### src/rtl/vec_load_writeback_unit.sv
// Writes unit-stride vector load response beats into the vector register file,
// walking register/word offset in issue order and masking the tail of the last beat.
module vec_load_writeback_unit #(
    parameter int ADDR_WIDTH = 5,
    parameter int OFF_WIDTH  = 8,
    parameter int DATA_WIDTH = 64,
    parameter int DW_B       = 8,
    parameter int DW_B_BITS  = 3,
    parameter int WPR_BITS   = 2
) (
    input  logic                  clk,
    input  logic                  rst_n,
    input  logic                  start,
    input  logic [ADDR_WIDTH-1:0] vd_base,
    input  logic [OFF_WIDTH-1:0]  num_beats,
    input  logic [DW_B_BITS-1:0]  tail_bytes,
    input  logic                  mem_rvalid,
    input  logic [DATA_WIDTH-1:0] mem_rdata,
    output logic                  mem_rready,
    output logic                  vr_we,
    output logic [ADDR_WIDTH-1:0] vr_waddr,
    output logic [WPR_BITS-1:0]   vr_woff,
    output logic [DATA_WIDTH-1:0] vr_wdata,
    output logic [DW_B-1:0]       vr_wbe,
    output logic                  busy,
    output logic                  done
);

    localparam logic [1:0] S_IDLE = 2'd0;
    localparam logic [1:0] S_BUSY = 2'd1;
    localparam logic [1:0] S_DONE = 2'd2;

    logic [1:0]            state_q, state_d;
    logic [OFF_WIDTH-1:0]  beat_q, beat_d;
    logic [OFF_WIDTH-1:0]  num_q, num_d;
    logic [ADDR_WIDTH-1:0] base_q, base_d;
    logic [DW_B_BITS-1:0]  tail_q, tail_d;

    logic                  we_q, we_d;
    logic [ADDR_WIDTH-1:0] waddr_q, waddr_d;
    logic [WPR_BITS-1:0]   woff_q, woff_d;
    logic [DATA_WIDTH-1:0] wdata_q, wdata_d;
    logic [DW_B-1:0]       wbe_q, wbe_d;
    logic                  done_q, done_d;

    logic                  accept;
    logic                  last_beat;
    logic [DW_B-1:0]       tail_mask;

    assign accept    = (state_q == S_BUSY) && mem_rvalid;
    assign last_beat = (beat_q == (num_q - OFF_WIDTH'(1)));
    assign tail_mask = (DW_B'(1) << tail_q) - DW_B'(1);

    always_comb begin
        state_d = state_q;
        beat_d  = beat_q;
        num_d   = num_q;
        base_d  = base_q;
        tail_d  = tail_q;
        we_d    = 1'b0;
        waddr_d = waddr_q;
        woff_d  = woff_q;
        wdata_d = wdata_q;
        wbe_d   = wbe_q;
        // done trails the DONE state by one cycle so it never overlaps the final write
        done_d  = (state_q == S_DONE);

        case (state_q)
            S_IDLE: begin
                if (start) begin
                    if (num_beats != '0) begin
                        base_d  = vd_base;
                        num_d   = num_beats;
                        tail_d  = tail_bytes;
                        beat_d  = '0;
                        state_d = S_BUSY;
                    end else begin
                        state_d = S_DONE;
                    end
                end
            end
            S_BUSY: begin
                if (accept) begin
                    we_d    = 1'b1;
                    waddr_d = base_q + ADDR_WIDTH'(beat_q >> WPR_BITS);
                    woff_d  = beat_q[WPR_BITS-1:0];
                    wdata_d = mem_rdata;
                    wbe_d   = (last_beat && (tail_q != '0)) ? tail_mask : '1;
                    beat_d  = beat_q + OFF_WIDTH'(1);
                    if (last_beat) state_d = S_DONE;
                end
            end
            S_DONE: begin
                state_d = S_IDLE;
            end
            default: begin
                state_d = S_IDLE;
            end
        endcase
    end

    always_ff @(posedge clk) begin
        if (!rst_n) begin
            state_q <= S_IDLE;
            beat_q  <= '0;
            num_q   <= '0;
            base_q  <= '0;
            tail_q  <= '0;
            we_q    <= 1'b0;
            waddr_q <= '0;
            woff_q  <= '0;
            wdata_q <= '0;
            wbe_q   <= '0;
            done_q  <= 1'b0;
        end else begin
            state_q <= state_d;
            beat_q  <= beat_d;
            num_q   <= num_d;
            base_q  <= base_d;
            tail_q  <= tail_d;
            we_q    <= we_d;
            waddr_q <= waddr_d;
            woff_q  <= woff_d;
            wdata_q <= wdata_d;
            wbe_q   <= wbe_d;
            done_q  <= done_d;
        end
    end

    assign mem_rready = (state_q == S_BUSY);
    assign busy       = (state_q != S_IDLE);
    assign done       = done_q;
    assign vr_we      = we_q;
    assign vr_waddr   = waddr_q;
    assign vr_woff    = woff_q;
    assign vr_wdata   = wdata_q;
    assign vr_wbe     = wbe_q;

endmodule

### config.mk
export PLATFORM = sky130hd
export DESIGN_NAME = vec_load_writeback_unit
export DESIGN_NICKNAME = d
export VERILOG_FILES = /design/src/rtl/vec_load_writeback_unit.sv
export SDC_FILE = /design/constraint.sdc
export NUM_CORES = 1
export LEC_CHECK = 0
export ABC_AREA = 0
export CORE_AREA = 2 2 110 101
export DETAILED_ROUTE_END_ITERATION = 10
export DIE_AREA = 0 0 112 103
export GPL_ROUTABILITY_DRIVEN = 0
export GPL_TIMING_DRIVEN = 1
export PLACE_DENSITY = 0.9
export SLEW_MARGIN = 0
export SYNTH_ARGS = -nofsm -noshare
export SYNTH_HDL_FRONTEND = slang
export SYNTH_SLANG_ARGS = --single-unit
### constraint.sdc
create_clock -name clk -period 3 [get_ports clk]
set_input_delay 0.6 -clock clk [delete_from_list [all_inputs] [get_ports clk]]
set_output_delay 0.6 -clock clk [all_outputs]
set_load 0.1 [all_outputs]
# [Word level (Yosys, flattened, before mapping)]
# Cells that the tools add are included.
# W data, S select, Z words.
[totals] out_inout_bits=83 register_bits=107 rom_bits=0 n_memories=0 in_bits=84 ramBits=0 latch_bits=0
[op_classes] n_bitwise=0 reduce_logical=12 n_shift=1 eq_ne=7 muxes=11 div=0 multipliers=0 n_addsub=4 magnitude_cmp=0
[ops] operator="$mux W8" n=4
[ops] operator="$pmux W8 S2" n=1
[ops] operator="$add A8 B1 Y8 const B" n=1
[ops] operator="$eq A8 B8 Y1" n=1
[ops] operator="$mux W2" n=4
[ops] operator="$reduce_bool A8 Y1" n=1
[ops] operator="$shl A1 B3 Y8 const A" n=1
[ops] operator="$sub A8 B1 Y8 const B" n=1
[ops] operator="$sub A8 B2 Y8 const B" n=1
[ops] operator="$reduce_and A3 Y1" n=2
[ops] operator="$add A5 B5 Y5" n=1
[ops] operator="$ne A2 B1 Y1 const B" n=2
[ops] operator="$ne A2 B2 Y1 const B" n=2
[ops] operator="$pmux W2 S2" n=1
[ops] operator="$reduce_and A2 Y1" n=2
[ops] operator="$reduce_and A4 Y1" n=1
[ops] operator="$reduce_bool A2 Y1" n=2
[ops] operator="$reduce_bool A3 Y1" n=1
[ops] operator="$eq A2 B1 Y1 const B" n=1
[ops] operator="$eq A2 B2 Y1 const B" n=1
[ops] operator="$logic_and A1 B1 Y1" n=2
[ops] operator="$logic_not A2 Y1" n=1
[ops] operator="$mux W1" n=1

# [Depth between registers and ports, before layout]
# Gate-level depths: netlist of the first run.
[depth] depth_word=5 ltp_mapped=10

# [Least setup slack after synthesis of the first run]
# Ideal clock, no wire load.
[synth_timing] path_kind="reg-to-reg" startpoint="register state_q[0]" endpoint="register waddr_q[3] (netlist: vr_waddr[3])" t_arrival_ps=2708 stages_incl_launch_ff=7 slack_ps=177 required_time_ps=2885 period_less_slack_ps=2823 path_cell_list="dfxtp_1 -> nor2b_1 -> nand2_1 -> clkbuf_1 -> nand2_1 -> o21ai_0 -> and2_1"
[synth_via] elab_chain_len=3
[synth_rtl] element="start, declared" line_no="33" source="logic [1:0] state_q, state_d;"
[synth_rtl] element="start signal, assigned" line_no="116" source="state_q <= state_d;"
[synth_rtl] element="$eq A2 B1 Y1 (*)"
[synth_rtl] element="named net mem_rready" line_no="19" source="output logic mem_rready,"
[synth_rtl] element="$logic_and A1 B1 Y1" line_no="50" source="assign accept = (state_q == S_BUSY) && mem_rvalid;"
[synth_rtl] element="$reduce_and A2 Y1 (no line) (*)"
[synth_rtl] element="end signal, assigned" line_no="122" source="waddr_q <= waddr_d;"
[synth_rtl] element="end, declared" line_no="40" source="logic [ADDR_WIDTH-1:0] waddr_q, waddr_d;"
# The timed path passes the listed nets; every way through them passes the cells marked *.
# A chain may end at the register's enable or synchronous reset.

# [Worst setup path in the final report of the first run]
[layout_timing] startpoint="register num_q[0]" endpoint="register wbe_q[7] (netlist: vr_wbe[7])"
[layout_via] elab_chain_len=4
[layout_rtl] element="start, declared" line_no="35" source="logic [OFF_WIDTH-1:0] num_q, num_d;"
[layout_rtl] element="start signal, assigned" line_no="118" source="num_q <= num_d;"
[layout_rtl] element="$sub A8 B1 Y8" line_no="51" source="assign last_beat = (beat_q == (num_q - OFF_WIDTH'(1)));"
[layout_rtl] element="$eq A8 B8 Y1" line_no="51"
[layout_rtl] element="$logic_and A1 B1 Y1" line_no="88" source="wbe_d = (last_beat && (tail_q != '0)) ? tail_mask : '1;"
[layout_rtl] element="$mux W8" line_no="88"
[layout_rtl] element="end signal, assigned" line_no="125" source="wbe_q <= wbe_d;"
[layout_rtl] element="end, declared" line_no="43" source="logic [DW_B-1:0] wbe_q, wbe_d;"
# Every way passes these cells.

==> results of run 1 <==
==> worst reg2reg max path: cells and delay by family, from the launching register on <==
| family | cells | cell delay (ns) |
|---|---|---|
| buf+inv | 1 | 0.08 |
| flops | 1 | 0.46 |
| fa+ha+maj | 1 | 0.29 |
| simple gates | 2 | 0.63 |
| compound gates | 4 | 0.88 |
==> final cells by class <==
| type | instances | area (um2) | share of cell area [%] |
|---|---|---|---|
| Multi-Input combinational cell | 400 | 2290 | 35.6 |
| Sequential cell | 107 | 2140 | 33.3 |
| Timing Repair Buffer | 171 | 1500 | 23.3 |
| Clock buffer | 11 | 243 | 3.78 |
| Tap cell | 133 | 166 | 2.59 |
| Clock inverter | 5 | 45.0 | 0.701 |
| Inverter | 11 | 41.3 | 0.642 |
==> worst max-delay path by stage <==
stage	startpoint	cells past startpoint	end
4_1_cts	num_q[0]	8	vr_wbe[7]
3_5_place_dp	num_beats[3]	6	beat_q[7]
5_1_grt	num_q[0]	8	vr_wbe[5]
3_3_place_gp	num_beats[3]	6	beat_q[3]
2_1_floorplan	state_q[0]	6	vr_waddr[3]
6_report	num_q[0]	8	vr_wbe[7]
==> synthesized netlist by cell type, types with 2 or more instances <==
cell / number / area share, %
sky130_fd_sc_hd__xnor2_1: 14 / 2.7
sky130_fd_sc_hd__clkbuf_1: 28 / 2.3
sky130_fd_sc_hd__o21ai_0: 11 / 1.2
sky130_fd_sc_hd__nand3b_1: 2 / 0.33
sky130_fd_sc_hd__ha_1: 7 / 1.9
sky130_fd_sc_hd__nor4_1: 5 / 0.68
sky130_fd_sc_hd__nor3b_1: 3 / 0.49
sky130_fd_sc_hd__a21o_1: 2 / 0.33
sky130_fd_sc_hd__nand4_1: 6 / 0.82
sky130_fd_sc_hd__or4_1: 2 / 0.33
sky130_fd_sc_hd__nor2_1: 21 / 1.7
sky130_fd_sc_hd__o21a_1: 2 / 0.33
sky130_fd_sc_hd__o211a_1: 3 / 0.65
sky130_fd_sc_hd__a21oi_1: 5 / 0.54
sky130_fd_sc_hd__a21boi_1: 11 / 1.8
sky130_fd_sc_hd__inv_1: 11 / 0.90
sky130_fd_sc_hd__xor2_1: 9 / 1.7
sky130_fd_sc_hd__dfxtp_1: 107 / 47
sky130_fd_sc_hd__and3_1: 2 / 0.27
sky130_fd_sc_hd__nand2b_1: 2 / 0.27
sky130_fd_sc_hd__buf_1: 4 / 0.33
sky130_fd_sc_hd__a31oi_1: 2 / 0.27
sky130_fd_sc_hd__nor4b_1: 2 / 0.38
sky130_fd_sc_hd__nand2_1: 187 / 15
sky130_fd_sc_hd__a21boi_0: 74 / 12
sky130_fd_sc_hd__or3_1: 2 / 0.27
==> cell usage in the layout, fill, tap and decap left out, drive strengths merged, types with 3 or more instances in the layout <==
master / netlist / routed
nor2: 21 / 21
inv: 11 / 14
o21ai: 13 / 13
ha: 7 / 7
a21oi: 6 / 6
or4: 3 / 3
clkbuf: 28 / 11
nand4: 6 / 6
o211a: 3 / 3
nor4b: 3 / 3
nand2: 187 / 187
dfxtp: 107 / 107
a21boi: 85 / 85
xor2: 9 / 9
a21o: 3 / 3
buf: 6 / 89
nor4: 6 / 6
nor3b: 3 / 3
clkdlybuf4s50: 0 / 82
xnor2: 14 / 14
==> power by group through the flow <==
stage	registers (W)	logic, W	clock network, W
floorplan	0.00187	0.000234	0
global placement	0.00155	0.000778	0
detailed placement	0.00156	0.000795	0
CTS	0.00153	0.000797	0.00117
global route	0.00153	0.000840	0.00122
finish	0.00153	0.000796	0.00113
==> metal layers <==
| layer | share of wire (%) | track usage [%] |
|---|---|---|
| met4 | 2.1 | 6.29 |
| met2 | 49 | 34.7 |
| met5 | 0 | 0 |
| met1 | 42 | 24.8 |
| met3 | 7.4 | 4.88 |
==> registers in the layout, summed over array words and instances, names as in the netlist <==
register and cells:
base_q 5, beat_q 8, done 1, num_q 8, state_q 2, tail_q 3, vr_waddr 5, vr_wbe 8
vr_wdata 64, vr_we 1, vr_woff 2
==> metrics by stage <==
stage                     total power, W  setup slack [ns]  util (%)  instances
after CTS                        0.00349             0.610      61.0        838
after global routing             0.00359             0.377      61.0        838
final                            0.00345             0.555      61.0        838
after global placement           0.00233             0.422      58.3        822
after detailed placement         0.00235             0.321      58.3        822
after floorplan                  0.00211             0.177         -        552
==> cells by family (layout without fill, tap and decap cells) <==
family / Yosys count / in the layout / synth area share (%)
adders and majority gates: 8 / 8 / 2.34
muxes: 1 / 1 / 0.218
AOI/OAI and AO/OA: 122 / 122 / 19.6
xor gates and xnor gates: 23 / 23 / 4.38
DFF: 107 / 107 / 46.6
buffers and inverters: 45 / 198 / 3.86
and+or+nand+nor: 246 / 246 / 23.1
==> out/metrics.csv, run 1 <==
stage,metric,value,unit
clocking,number of hold buffers added after CTS,0,
die,Starting Density,43.6,%
clocking,cts bufs inserted,9,
critical_path,Worst path max stage delay,0.46,ns
clocking,Clock Path Buffers,2,
critical_path,type of element capturing the critical path,register,
synth,Post-Synthesis Cells,552,
die,core outline area,0.0105,mm2
critical_path,Top Family by Delay on Critical Path,compound AO/OA/AOI/OAI gates,
critical_path,cell type of the slowest stage on the worst timing path,sky130_fd_sc_hd__dfxtp_1,
synth,sequential-to-total area share from yosys stat,46.6,%
synth,async set-or-reset flop fraction in the synthesized netlist,0,%
critical_path,worst setup slack for register-to-register paths,0.55,ns
critical_path,required time of the critical path,3.23,ns
synth,mean post-synth cell area,8.33,um2
clocking,CTS HTree Levels,3,
global_route,initial antenna violation count,0,
global_route,aggregate global routing overflow,0,
hold_path,class of the tightest hold or removal check,register to register,
power,switching pwr,0.00111,W
placed_design,DP Area,0.00614,mm2
drt,Via-to-Cell Ratio,5.12,
die,Die ar.,0.0115,mm2
critical_path,ordered list of cells on the worst path,"inv_1, ha_1, and2_2, o21ai_0, a31oi_1, or3_1, a211o_1, o221a_1",
critical_path,FF-to-FF path depth,8,
timing,maximum operating frequency,409,MHz
critical_path,Critical R2R Capture,vr_wbe[7],
timing,summed negative setup slack over all endpoints,0,ns
critical_path,Critical R2R Launch,num_q[0],
placed_design,Detailed Place HPWL,9080,um
die,num ports,167,
synth,number of enable flip-flop cells after synthesis,0,
critical_path,Critical Path AT,2.67,ns
placed_design,number of buffers inserted by port buffering,166,
clocking,TritonCTS clock tree,built,
hold_path,Hold EP,vr_wdata[13],
clocking,Skew-Pair Late Insertion Delay,0.34,ns
power,proportion of power drawn by combinational gates,23.1,%
clocking,clock tree root buffer cell,sky130_fd_sc_hd__clkbuf_16,
power,internal power component,0.00234,W
timing,Final setup viols,0,
drt,total DRC errors in the routed layout,0,
outcome,outcome,"finished, final reports clean",
hold_path,cell depth of the worst hold path,2,
power,P_leak,2.60,nW
finish,share of layout cells above drive strength 1,16.5,%
global_route,number of global-route vias before repair,4009,
power,Power Density,537,mW/mm2
timing,Least-Margin Pin Slew,1.08,ns
critical_path,maximum fanout along the worst path,7,
synth,number of storage elements in the synthesis netlist,107,
critical_path,number of buffer and inverter stages on the critical path,1,
synth,number of distinct library cells after synthesis,54,
drt,DRC violation total after the first TritonRoute iteration,251,
run,reported max-cap violation count,0,
clocking,CTS clock-pin slew for the worst setup and hold paths,0.07,ns
timing,Max Clock Skew,0.00880,ns
power,fraction of power spent switching nets,32.3,%
finish,layout overhead on the synthesized area,39.7,%
hold_path,worst min-delay path startpoint,vr_wdata[13],
timing,count of pins over their slew limit,0,
critical_path,startpoint class of the critical path,register,
power,part of the power in registers,44.2,%
die,y dimension of the die,103,um
drt,number of detailed-route iterations in the first pass,5,
timing,share of the cycle needed by the critical path after routing,81.5,%
synth,main flop type after synthesis,sky130_fd_sc_hd__dfxtp_1,
timing,Max-slew headroom,27.9,%
power,Max rail drop VDD,0.394,mV
global_route,aggregate global-route resource usage,20.0,%
global_route,maximum number of pins on one net before global-route repair,46,
die,die span in x,112,um
clocking,Post-CTS Setup Inserts,0,
die,number of placement rows,36,
global_route,global-route wire length before repair,19000,um
critical_path,Crit Path Category,register to register,
drt,Wirelength per Cell,14.4,um
clocking,clock sink count,107,
timing,"Hold Vio Cnt, Final",0,
finish,number of fillers in the final layout,921,
finish,total number of nets in the final design,792,
finish,total inserted antenna cells,0,
timing,RSZ-0062 raised after global routing,false,
finish,summed area of non-filler cells in the final layout,0.00643,mm2
timing,time the worst path needs with I/O delays and setup,2.45,ns
drt,final wirelength,12100,um
drt,Via Count,4287,
clocking,number of gates resized after cts,0,
timing,worst hold margin,0.464,ns
synth,netlist area before placement,0.00460,mm2
drt,residual antenna-violating net count after detailed routing,0,
synth,total number of yosys warnings,0,
power,power share of the clock group,32.7,%
synth,net count after synthesis,644,
Note: power is estimated with default switching activity, not from simulation.
==> run 2, diff against run 1 <==
- clock period: 3 -> 2.5 ns (I/O delays scaled with it)
==> out/metrics.csv, run 2 (same netlist as run 1, synthesis figures left out) <==
stage,metric,value,unit,change
clocking,cts bufs inserted,9,,unchanged
critical_path,maximum fanout along the worst path,7,,unchanged
clocking,Skew-Pair Late Insertion Delay,0.34,ns,about the same
finish,share of layout cells above drive strength 1,17.6,%,was 16.5%
finish,layout overhead on the synthesized area,41.4,%,was 39.7%
run,reported max-cap violation count,0,,unchanged
clocking,CTS clock-pin slew for the worst setup and hold paths,0.07,ns,about the same
timing,maximum operating frequency,428,MHz,was 409 MHz
clocking,number of hold buffers added after CTS,0,,unchanged
power,Power Density,648,mW/mm2,was 537 mW/mm2
die,num ports,167,,unchanged
die,Starting Density,43.6,%,unchanged
critical_path,type of element capturing the critical path,register,,unchanged
global_route,aggregate global routing overflow,0,,unchanged
timing,count of pins over their slew limit,0,,unchanged
global_route,initial antenna violation count,0,,unchanged
clocking,TritonCTS clock tree,built,,unchanged
drt,Wirelength per Cell,14.2,um,was 14.4 um
finish,area taken by multi-input logic gates,0.00230,mm2,was 0.00229 mm2
timing,Final setup viols,0,,unchanged
drt,DRC violation total after the first TritonRoute iteration,211,,was 251
global_route,number of global-route vias before repair,4086,,was 4009
clocking,clock tree root buffer cell,sky130_fd_sc_hd__clkbuf_16,,unchanged
timing,final worst-path setup slack,0.164,ns,was 0.555 ns
timing,"Hold Vio Cnt, Final",0,,unchanged
die,y dimension of the die,103,um,unchanged
drt,final wirelength,11900,um,was 12100 um
power,power share of the clock group,33.7,%,was 32.7%
global_route,maximum number of pins on one net before global-route repair,84,,was 46
finish,total inserted antenna cells,0,,unchanged
outcome,outcome,"finished, final reports clean",,unchanged
power,Max rail drop VDD,0.476,mV,was 0.394 mV
drt,number of detailed-route iterations in the first pass,4,,was 5
finish,flip-flop count of the largest register after layout,64,,unchanged
critical_path,Critical Path AT,2.56,ns,was 2.67 ns
timing,share of the cycle needed by the critical path after routing,93.4,%,was 81.5%
finish,"commonest non-fill, non-tap cell in the layout",sky130_fd_sc_hd__nand2_1,,unchanged
timing,summed negative setup slack over all endpoints,0,ns,unchanged
drt,Via Count,4315,,was 4287
drt,residual antenna-violating net count after detailed routing,0,,unchanged
placed_design,pre-CTS setup slack,0.0834,ns,was 0.321 ns
finish,area occupied by registers,0.00214,mm2,about the same
die,core outline area,0.0105,mm2,unchanged
clocking,CTS HTree Levels,3,,unchanged
power,P_leak,2.63,nW,was 2.60 nW
global_route,aggregate global-route resource usage,20.5,%,was 20.0%
power,internal power component,0.00288,W,was 0.00234 W
critical_path,required time of the critical path,2.73,ns,was 3.23 ns
power,proportion of power drawn by combinational gates,22.8,%,was 23.1%
drt,total DRC errors in the routed layout,0,,unchanged
power,switching pwr,0.00134,W,was 0.00111 W
global_route,global-route wire length before repair,19300,um,was 19000 um
die,die span in x,112,um,unchanged
critical_path,Crit Path Category,register to register,,unchanged
clocking,clock sink count,107,,unchanged
power,fraction of power spent switching nets,31.8,%,was 32.3%
timing,Max Clock Skew,0.00953,ns,was 0.00880 ns
placed_design,number of buffers inserted by port buffering,166,,unchanged
finish,total number of nets in the final design,798,,was 792
die,Die ar.,0.0115,mm2,unchanged
finish,most used cells in the layout excluding fill and tap cells,"sky130_fd_sc_hd__nand2_1 (186), sky130_fd_sc_hd__dfxtp_1 (106), sky130_fd_sc_hd__buf_4 (92), sky130_fd_sc_hd__clkdlybuf4s50_1 (82), sky130_fd_sc_hd__a21boi_0 (74)",,"was sky130_fd_sc_hd__nand2_1 (186), sky130_fd_sc_hd__dfxtp_1 (107), sky130_fd_sc_hd__buf_4 (87), sky130_fd_sc_hd__clkdlybuf4s50_1 (82), sky130_fd_sc_hd__a21boi_0 (74)"
hold_path,class of the tightest hold or removal check,register to register,,unchanged
timing,Max-slew headroom,36.0,%,was 27.9%
critical_path,startpoint class of the critical path,register,,unchanged
finish,number of fillers in the final layout,872,,was 921
drt,Via-to-Cell Ratio,5.12,,about the same
placed_design,Detailed Place HPWL,8820,um,was 9080 um
clocking,Clock Path Buffers,2,,unchanged
timing,RSZ-0062 raised after global routing,false,,unchanged
die,number of placement rows,36,,unchanged
power,part of the power in registers,43.5,%,was 44.2%
timing,time the worst path needs with I/O delays and setup,2.34,ns,was 2.45 ns
timing,Least-Margin Pin Slew,0.957,ns,was 1.08 ns
## run 2: cell count changes in the layout (fill, tap and decap cells not counted), sizes merged
cell    previous run  this run
inv               14        13
clkbuf            11         9
clkinv             1         2
bufinv             0         1
buf               89        95
## run 2: layer usage
layer / track usage (%) / wire length (um) / vias to the layer above
li1: - / - / 2141
met1: 24.4 / 5040 / 2016
met2: 36.5 / 5860 / 147
met3: 5.88 / 900 / 11
met4: 6.00 / 132 / 0
met5: 0 / 0 / -
## run 2: stage by stage
stage | std cells | hold slack [ns] | util, % | instance area [um2] | total power, W
finish | 843 | 0.463 | 61.7 | 6500 | 0.00422
global route | 843 | 0.488 | 61.7 | 6500 | 0.00439
CTS | 842 | 0.468 | 61.6 | 6490 | 0.00426
detailed placement | 827 | 0.457 | 58.7 | 6190 | 0.00283
global placement | 827 | 0.450 | 58.7 | 6190 | 0.00281
floorplan | 552 | 0.439 | - | 4600 | 0.00253
## run 2: path summary, 6_finish.rpt
kind | to | depth (start not counted) | from | slack (ns)
setup / recovery | vr_wbe[7] | 8 | num_q[1] | 0.16
hold / removal | vr_wdata[59] | 2 | vr_wdata[59] | 0.46
setup reg to reg | vr_wbe[7] | 8 | num_q[1] | 0.16
hold reg to reg | vr_wdata[59] | 2 | vr_wdata[59] | 0.46
## run 2: critical path, cell delays in order, from the launching register on
cell	delay, ns
sky130_fd_sc_hd__dfxtp_2	0.41
sky130_fd_sc_hd__inv_1	0.06
sky130_fd_sc_hd__ha_1	0.26
sky130_fd_sc_hd__and2_2	0.25
sky130_fd_sc_hd__o21ai_0	0.22
sky130_fd_sc_hd__a31oi_1	0.11
sky130_fd_sc_hd__or3_1	0.38
sky130_fd_sc_hd__a211o_1	0.30
sky130_fd_sc_hd__o221a_1	0.22
## run 2: cell type report
type | instances | area share, %
clock inverters | 6 | 1.12
flip-flops and latches | 107 | 32.9
multi-input cells | 400 | 35.4
repair buffers | 177 | 23.9
clock buffers | 9 | 3.46
inverters | 11 | 0.635
well taps | 133 | 2.56
## run 2: timing repair
action                     in CTS  in global routing
setup endpoints to repair       0                  5
resized for setup               0                  3
hold endpoints to repair        0                  0
buffers inserted                0                  1
## run 2: power groups by stage
stage	clock, W	combinational, W	sequential (W)
floorplan	0	0.000281	0.00225
global placement	0	0.000944	0.00187
detailed placement	0	0.000962	0.00187
CTS	0.00146	0.000965	0.00183
global route	0.00153	0.00102	0.00184
finish	0.00142	0.000962	0.00183
==> run 3, diff against run 2 <==
- ABC_CLOCK_PERIOD_IN_PS: not set -> 2500
==> results of run 3 <==
Same layout as run 2: the final DEF is identical, and so are final timing and power.
